==> src/rtl/floor_scroll_ctrl.sv <==
// Game-flow controller for a vertically scrolling floor field: run/pause/over FSM,
// frame-paced scroll steps, spawn handshake and LFSR spawn x.
// Optional speed-up levels enabled by defining FLOOR_SCROLL_SPEEDUP_EN.
module floor_scroll_ctrl #(
  parameter int unsigned SPAWN_GAP    = 60,
  parameter int unsigned LEVEL_FRAMES = 600,
  parameter int unsigned X_MIN        = 40,
  parameter int unsigned X_MAX        = 560
) (
  input  logic       clk,
  input  logic       rst,
  input  logic       frame_tick,
  input  logic       start,
  input  logic       pause,
  input  logic       game_over,
  input  logic       spawn_ready,
  output logic [1:0] state,
  output logic       scroll_step,
  output logic       spawn_valid,
  output logic [2:0] spawn_slot,
  output logic [9:0] spawn_x,
  output logic [1:0] level
);

  localparam int unsigned DIV_W  = 2;
  localparam int unsigned DIST_W = 8;
  localparam int unsigned X_W    = 10;
  localparam int unsigned X_SPAN = X_MAX - X_MIN;
  localparam logic [15:0] LFSR_SEED = 16'hACE1;

  if (SPAWN_GAP < 2 || SPAWN_GAP > 255 || LEVEL_FRAMES < 1 || LEVEL_FRAMES > 1023 ||
      X_MAX < X_MIN + 512 || X_MAX > X_MIN + 1022 || X_MAX > 1023) begin : g_param_check
    $error("floor_scroll_ctrl: parameter out of range");
  end

  typedef enum logic [1:0] {
    IDLE  = 2'd0,
    RUN   = 2'd1,
    PAUSE = 2'd2,
    OVER  = 2'd3
  } state_t;

  state_t              state_q, state_d;
  logic [15:0]         lfsr_q;
  logic [DIV_W-1:0]    div_q;
  logic [DIST_W-1:0]   dist_q;

  logic                fresh_run_c, abort_c, run_tick_c, step_c;
  logic                spawn_due_c, div_last_c;
  logic [DIV_W-1:0]    div_last_val_c;
  logic [X_W-1:0]      x_off_c, x_c;
  logic                lfsr_fb_c;

  // State register
  always_ff @(posedge clk) begin
    if (rst) state_q <= IDLE;
    else     state_q <= state_d;
  end

  // Next state; game_over outranks pause
  always_comb begin
    state_d = state_q;
    case (state_q)
      IDLE:    if (start) state_d = RUN;
      RUN:     if (game_over) state_d = OVER;
               else if (pause) state_d = PAUSE;
      PAUSE:   if (game_over) state_d = OVER;
               else if (!pause) state_d = RUN;
      OVER:    if (start) state_d = RUN;
      default: state_d = IDLE;
    endcase
  end

  assign state = state_q;

  // A tick only advances the divider while we stay in RUN and no spawn is pending
  always_comb begin
    fresh_run_c    = start && (state_q == IDLE || state_q == OVER);
    abort_c        = game_over && (state_q == RUN || state_q == PAUSE);
    run_tick_c     = frame_tick && (state_q == RUN);
    spawn_due_c    = scroll_step && (dist_q == DIST_W'(SPAWN_GAP - 1));
    step_c         = run_tick_c && !game_over && !pause && !spawn_valid && !spawn_due_c;
    div_last_val_c = DIV_W'(3) - level;
    div_last_c     = (div_q >= div_last_val_c);
    lfsr_fb_c      = lfsr_q[15] ^ lfsr_q[13] ^ lfsr_q[12] ^ lfsr_q[10];
    x_off_c        = (lfsr_q[9:0] > X_W'(X_SPAN)) ? lfsr_q[9:0] - X_W'(X_SPAN + 1) : lfsr_q[9:0];
    x_c            = X_W'(X_MIN) + x_off_c;
  end

  // Scroll pacing, spawn handshake and slot rotation
  always_ff @(posedge clk) begin
    if (rst) begin
      lfsr_q      <= LFSR_SEED;
      div_q       <= '0;
      dist_q      <= '0;
      scroll_step <= 1'b0;
      spawn_valid <= 1'b0;
      spawn_slot  <= '0;
      spawn_x     <= X_W'(X_MIN);
    end else begin
      lfsr_q      <= {lfsr_q[14:0], lfsr_fb_c};
      scroll_step <= step_c && div_last_c;
      if (fresh_run_c) begin
        div_q       <= '0;
        dist_q      <= '0;
        spawn_valid <= 1'b0;
        spawn_slot  <= '0;
      end else if (abort_c) begin
        spawn_valid <= 1'b0;
      end else begin
        if (step_c) div_q <= div_last_c ? '0 : div_q + DIV_W'(1);
        if (scroll_step) dist_q <= spawn_due_c ? '0 : dist_q + DIST_W'(1);
        if (spawn_due_c) begin
          spawn_valid <= 1'b1;
          spawn_x     <= x_c;
        end else if (spawn_valid && spawn_ready) begin
          spawn_valid <= 1'b0;
          spawn_slot  <= spawn_slot + 3'd1;
        end
      end
    end
  end

`ifdef FLOOR_SCROLL_SPEEDUP_EN
  localparam int unsigned LVL_W = 10;
  logic [LVL_W-1:0] lvl_cnt_q;

  // Speed level: every LEVEL_FRAMES RUN ticks, stalls included, saturating at 3
  always_ff @(posedge clk) begin
    if (rst || fresh_run_c) begin
      lvl_cnt_q <= '0;
      level     <= 2'd0;
    end else if (run_tick_c) begin
      if (lvl_cnt_q == LVL_W'(LEVEL_FRAMES - 1)) begin
        lvl_cnt_q <= '0;
        if (level != 2'd3) level <= level + 2'd1;
      end else begin
        lvl_cnt_q <= lvl_cnt_q + LVL_W'(1);
      end
    end
  end
`else
  assign level = 2'd0;
`endif

endmodule

==> config.mk <==
export PLATFORM = sky130hd
export DESIGN_NAME = floor_scroll_ctrl
export DESIGN_NICKNAME = d
export VERILOG_FILES = /design/src/rtl/floor_scroll_ctrl.sv
export SDC_FILE = /design/constraint.sdc
export NUM_CORES = 1
export LEC_CHECK = 0
export ABC_CLOCK_PERIOD_IN_PS = 5900
export CAP_MARGIN = 20
export CORE_ASPECT_RATIO = 0.7
export CORE_MARGIN = 2
export CORE_UTILIZATION = 45
export DETAILED_ROUTE_END_ITERATION = 10
export HOLD_SLACK_MARGIN = 0.06
export PLACE_DENSITY_LB_ADDON = 0.2
export SLEW_MARGIN = 20
export SYNTH_ARGS = -nofsm -noshare
export SYNTH_HDL_FRONTEND = slang
export SYNTH_SLANG_ARGS = --single-unit
export TNS_END_PERCENT = 100
==> constraint.sdc <==
create_clock -name clk -period 5.9 [get_ports clk]
set_input_delay 1.77 -clock clk [delete_from_list [all_inputs] [get_ports clk]]
set_output_delay 1.77 -clock clk [all_outputs]
set_load 0.05 [all_outputs]
## Word-level counts from Yosys, hierarchy flattened

Cells that the tools add are included.

| word-level totals | value |
|---|---|
| logic and storage cells | 65 |
| output and inout bits | 19 |
| register bits | 43 |
| bits of input ports | 7 |

| operators by class | value |
|---|---|
| multiplexer cells | 11 |
| bitwise operators | 6 |
| $add $sub $neg | 5 |
| order comparisons | 2 |
| reductions and logical operators | 26 |
| eq/ne operators | 7 |

Operator list:

| cell | count |
|---|---|
| 2-bit two-way mux | 6 |
| 6-bit by 10-bit adder with 10-bit output, first input constant | 1 |
| 10-bit > comparator, second input constant | 1 |
| 1-bit logical AND | 10 |
| 10-bit two-way mux | 1 |
| 10-bit subtractor, second input constant | 1 |
| 3-bit AND reduction | 3 |
| 8-bit by 1-bit adder with 8-bit output, second input constant | 1 |
| 8-bit by 6-bit equality test with 1-bit output, second input constant | 1 |
| 8-bit two-way mux | 1 |
| 3-bit != test, second input constant | 2 |
| 2-bit case mux with 3 select lines | 1 |
| 2-bit equality test, second input constant | 2 |
| 1-bit logical NOT | 4 |
| 2-bit AND reduction | 2 |
| 2-bit OR reduction | 2 |
| 3-bit by 1-bit adder with 3-bit output, second input constant | 1 |
| 1-bit inverter | 3 |
| 3-bit OR reduction | 1 |
| 1-bit bitwise XOR | 3 |
| 2-bit by 1-bit adder with 2-bit output, second input constant | 1 |
| 2-bit by 1-bit equality test with 1-bit output, second input constant | 1 |
| 2-bit >= comparator, second input constant | 1 |
| 2-bit logical NOT | 1 |
| 4 further kinds | 6 |

## Depth between registers and ports, before layout

| depth | value |
|---|---|
| depth in word-level cells | 7 |
| depth in mapped cells | 11 |
| mapped depth without buffers | 11 |

## Worst setup path after synthesis

OpenSTA, ideal clock, no wires.

| timing path | value |
|---|---|
| path kind | input -> register |
| start | input port start |
| end | register spawn_x[8] |
| cell stages on the path | 5 |
| data arrival time | 3011 ps |
| setup slack | 2827 ps |
| data required time | 5838 ps |
| library setup time | 62 ps |
| cells stage by stage | mux2i_1 > nand4_1 > or2_2 > or4b_1 > nand3_1 |

| between the ends | value |
|---|---|
| longest elaborated chain between the ends | 3 |

Ends and longest elaborated chain:

| element | line | RTL |
|---|---|---|
| start, declared | 13 | `input logic start,` |
| 1-bit logical AND | 78 | `fresh_run_c = start && (state_q == IDLE \|\| state_q == OVER);` |
| 1-bit inverter (no line) | n/a |  |
| 3-bit AND reduction (no line) | n/a |  |
| end signal, assigned | 99 | `spawn_x <= X_W'(X_MIN);` |
| end, declared | 21 | `output logic [9:0] spawn_x,` |

No other way between the ends.
A chain may end at the register's enable or synchronous reset.

==> run metrics <==
cell area after synthesis=2120 µm²; CTS root buffer=clkbuf_8; Die Y=61.5 µm; fin cells=310; area grow syn2layout=17.5%; CP max stage delay=0.93 ns; period utilization=60.4%; critical path class=primary input to flip-flop; post_cts resized=0; Synth Area per Inst=~9.2 µm²; CP delay by family, top=simple AND/OR/NAND/NOR gates; crit path buf inv count=1; Post-DP HPWL=roughly 3000 µm; Synth top cells by count=dfxtp_1, nor2_1, nand2_1, xnor2_1; max-slew violations=0; #FFs+latches synth=43; cts hold-fix bufs=0; H-tree levels=2; global-route wire length before repair=approximately 6900 µm; Core Box Area=about 4400 µm²; Critical Path End=spawn_x[8]$_SDFFE_PP0P_; Seq/Total Area, Yosys=40.5%; Peak VDD IR=approximately 0.20 mV; Top Layer Used=met4; status=finished, final reports clean; via count=about 1.6k; fmax=about 280 MHz; area leader, netlist=dfxtp_1; CP Data Arrival Time=3.81 ns; Longest Clk Path Bufs=2; io pins=26; worst r2r dst=spawn_x[9]$_SDFFE_PP0P_; TritonCTS clock tree=built; Routed Wire Length=just over 4000 µm; Slowest-stage cell, CP=clkdlybuf4s50_1; crit path launch=rst; drt wl/cell=13.4 µm; setup slack, reg-to-reg=2.86 ns; Setup-failing EPs final=0; antenna fix cells=0; Metal-1 WL=between 2000 and 2500 µm; max_cap viols=0; layout net count=270; worst clock skew=roughly 0.0045 ns; CTS buffer count=5; Yosys top cell area share=between 40% and 50%; Initial Util=between 40% and 50%; reg2reg start=lfsr_q[0]$_SDFF_PP1_; Lkg Pwr=~0.00094 µW; # Post-CTS Setup Buffers=0; most frequent cell after synthesis=dfxtp_1; die area=5300 µm²; CP Launch Type=primary input; die width=approximately 86 µm; grt ovf=0; initial antenna violation count=0; Site Rows=20; pin count of the biggest net entering global routing=33; TNS Setup=0 ns; Initial DRC Count=slightly below 80; CP Max Fanout=32; PwrDens=279 nW/µm²; Final Hold Fails=0; ys flop type=dfxtp_1; R2R cell count=11; Synth area leaders=dfxtp_1, ha_1, nor2_1; type of the tightest min-delay check=flip-flop to flip-flop; gp weighted congestion=0.814; CTS clk-pin slew, worst paths=0.08 ns; GRT Overall Usage=roughly 17%; clk_lat worst skew=around 0.3 ns; routed wl met3=between 150 and 200 µm; worst-margin pin slew=1.02 ns; Netlist cell types=50; final worst path period need=roughly 3.6 ns; Crit path depth=4; DRC=0; Met2 Wirelength=around 1600 µm; via/cell ratio=about 5.2; Required @ worst endpoint=6.14 ns; number of enable flip-flop cells after synthesis=0; first drt pass iteration count=6; dpl cells=~300; normalized max-slew margin=a little under a third; Buffers on Ports=23; critical path, cell by cell=clkdlybuf4s50_1 > or2_2 > or4b_1 > nand3_1; setup repair after global routing missed its margin=no; Post-DRT Antenna Nets=0; ys async rst share=0%; Syn Inst Count=~230; Clock Sinks=43; share of cells above drive strength 1=9.41%; Ys Warns=0; number of global-route vias before repair=between 1k and 1.5k; kind of end point of the critical path=flip-flop
==> power breakdown <==
part	switching, µW	total [µW]	internal, µW
Clock	104	231	126
Combinational	88.6	149	59.9
Sequential	15.0	318	303
Total	208	697	489
==> per-layer routing <==
| metal | global-route usage, % | up-vias |
|---|---|---|
| met2 | 23.5 | 26 |
| li1 | - | 845 |
| met3 | 5.50 | 7 |
| met4 | 6.12 | 0 |
| met5 | 0 | - |
| met1 | 25.2 | 737 |
==> cell families after synthesis <==
kind of cell	share of synthesized area [%]
xor+xnor	8.89
other cells	0.177
mux	2.89
simple gates	25.5
compound gates	13.3
buf+inv	3.47
flops	40.5
fa+ha+maj	5.30
==> worst min-delay path by stage <==
| stage | startpoint | end | slack, ns | depth (start not counted) |
|---|---|---|---|---|
| floorplan | lfsr_q[14]$_SDFF_PP0_ | lfsr_q[15]$_SDFF_PP1_ | 0.39 | 1 |
| finish | lfsr_q[14]$_SDFF_PP0_ | lfsr_q[15]$_SDFF_PP1_ | 0.41 | 1 |
| CTS | lfsr_q[14]$_SDFF_PP0_ | lfsr_q[15]$_SDFF_PP1_ | 0.42 | 1 |
| global placement | lfsr_q[14]$_SDFF_PP0_ | lfsr_q[15]$_SDFF_PP1_ | 0.39 | 1 |
| global route | lfsr_q[14]$_SDFF_PP0_ | lfsr_q[15]$_SDFF_PP1_ | 0.44 | 1 |
| detailed placement | lfsr_q[14]$_SDFF_PP0_ | lfsr_q[15]$_SDFF_PP1_ | 0.39 | 1 |
==> state kept, by name (all words and copies together) (netlist names) <==
signal and cells:
div_q 2, spawn_valid 1, lfsr_q 16, state 2, dist_q 8, spawn_x 10, spawn_slot 3, scroll_step 1
==> cell usage in the layout (no fill, tap or decap), drive strengths merged, types with 2 or more instances in the layout <==
cell | netlist | final
o21ai | 2 | 2
or4 | 2 | 2
mux2i | 5 | 5
inv | 8 | 8
or3 | 3 | 3
o211ai | 2 | 2
xnor2 | 10 | 10
ha | 9 | 9
nand2b | 6 | 6
nor2b | 7 | 7
o21bai | 2 | 2
clkbuf | 5 | 5
nand3 | 8 | 8
a211oi | 7 | 7
a21oi | 6 | 6
nor3 | 2 | 2
nor3b | 4 | 4
nor2 | 29 | 29
a311oi | 2 | 2
or2 | 8 | 8
clkinv | 0 | 2
a211o | 2 | 2
a32oi | 2 | 2
a21o | 2 | 2
nand4 | 3 | 3
dfxtp | 43 | 43
xor2 | 9 | 9
nand2 | 21 | 21
conb | 1 | 2
clkdlybuf4s50 | 0 | 23
==> through the flow <==
step | worst slack, ns | power [µW] | cell area (µm²) | util [%] | hold WS, ns
global route | 2.19 | 733 | 2500 | 56.4 | 0.442
detailed placement | 2.00 | 471 | 2380 | 53.8 | 0.395
floorplan | 2.83 | 436 | 2130 | - | 0.389
CTS | 2.31 | 705 | 2500 | 56.4 | 0.416
global placement | 2.02 | 472 | 2380 | 53.8 | 0.391
finish | 2.33 | 697 | 2500 | 56.4 | 0.414
==> layout make-up <==
type / count / area (µm²)
well taps: 55 / 68.8
clock inverters: 3 / 43.8
flip-flops and latches: 43 / 861
inverters: 8 / 30.0
multi-input cells: 173 / 1190
repair buffers: 23 / 230
fillers: 386 / 1930
clock buffers: 5 / 68.8
No activity file was read; power rests on OpenSTA's default activity.
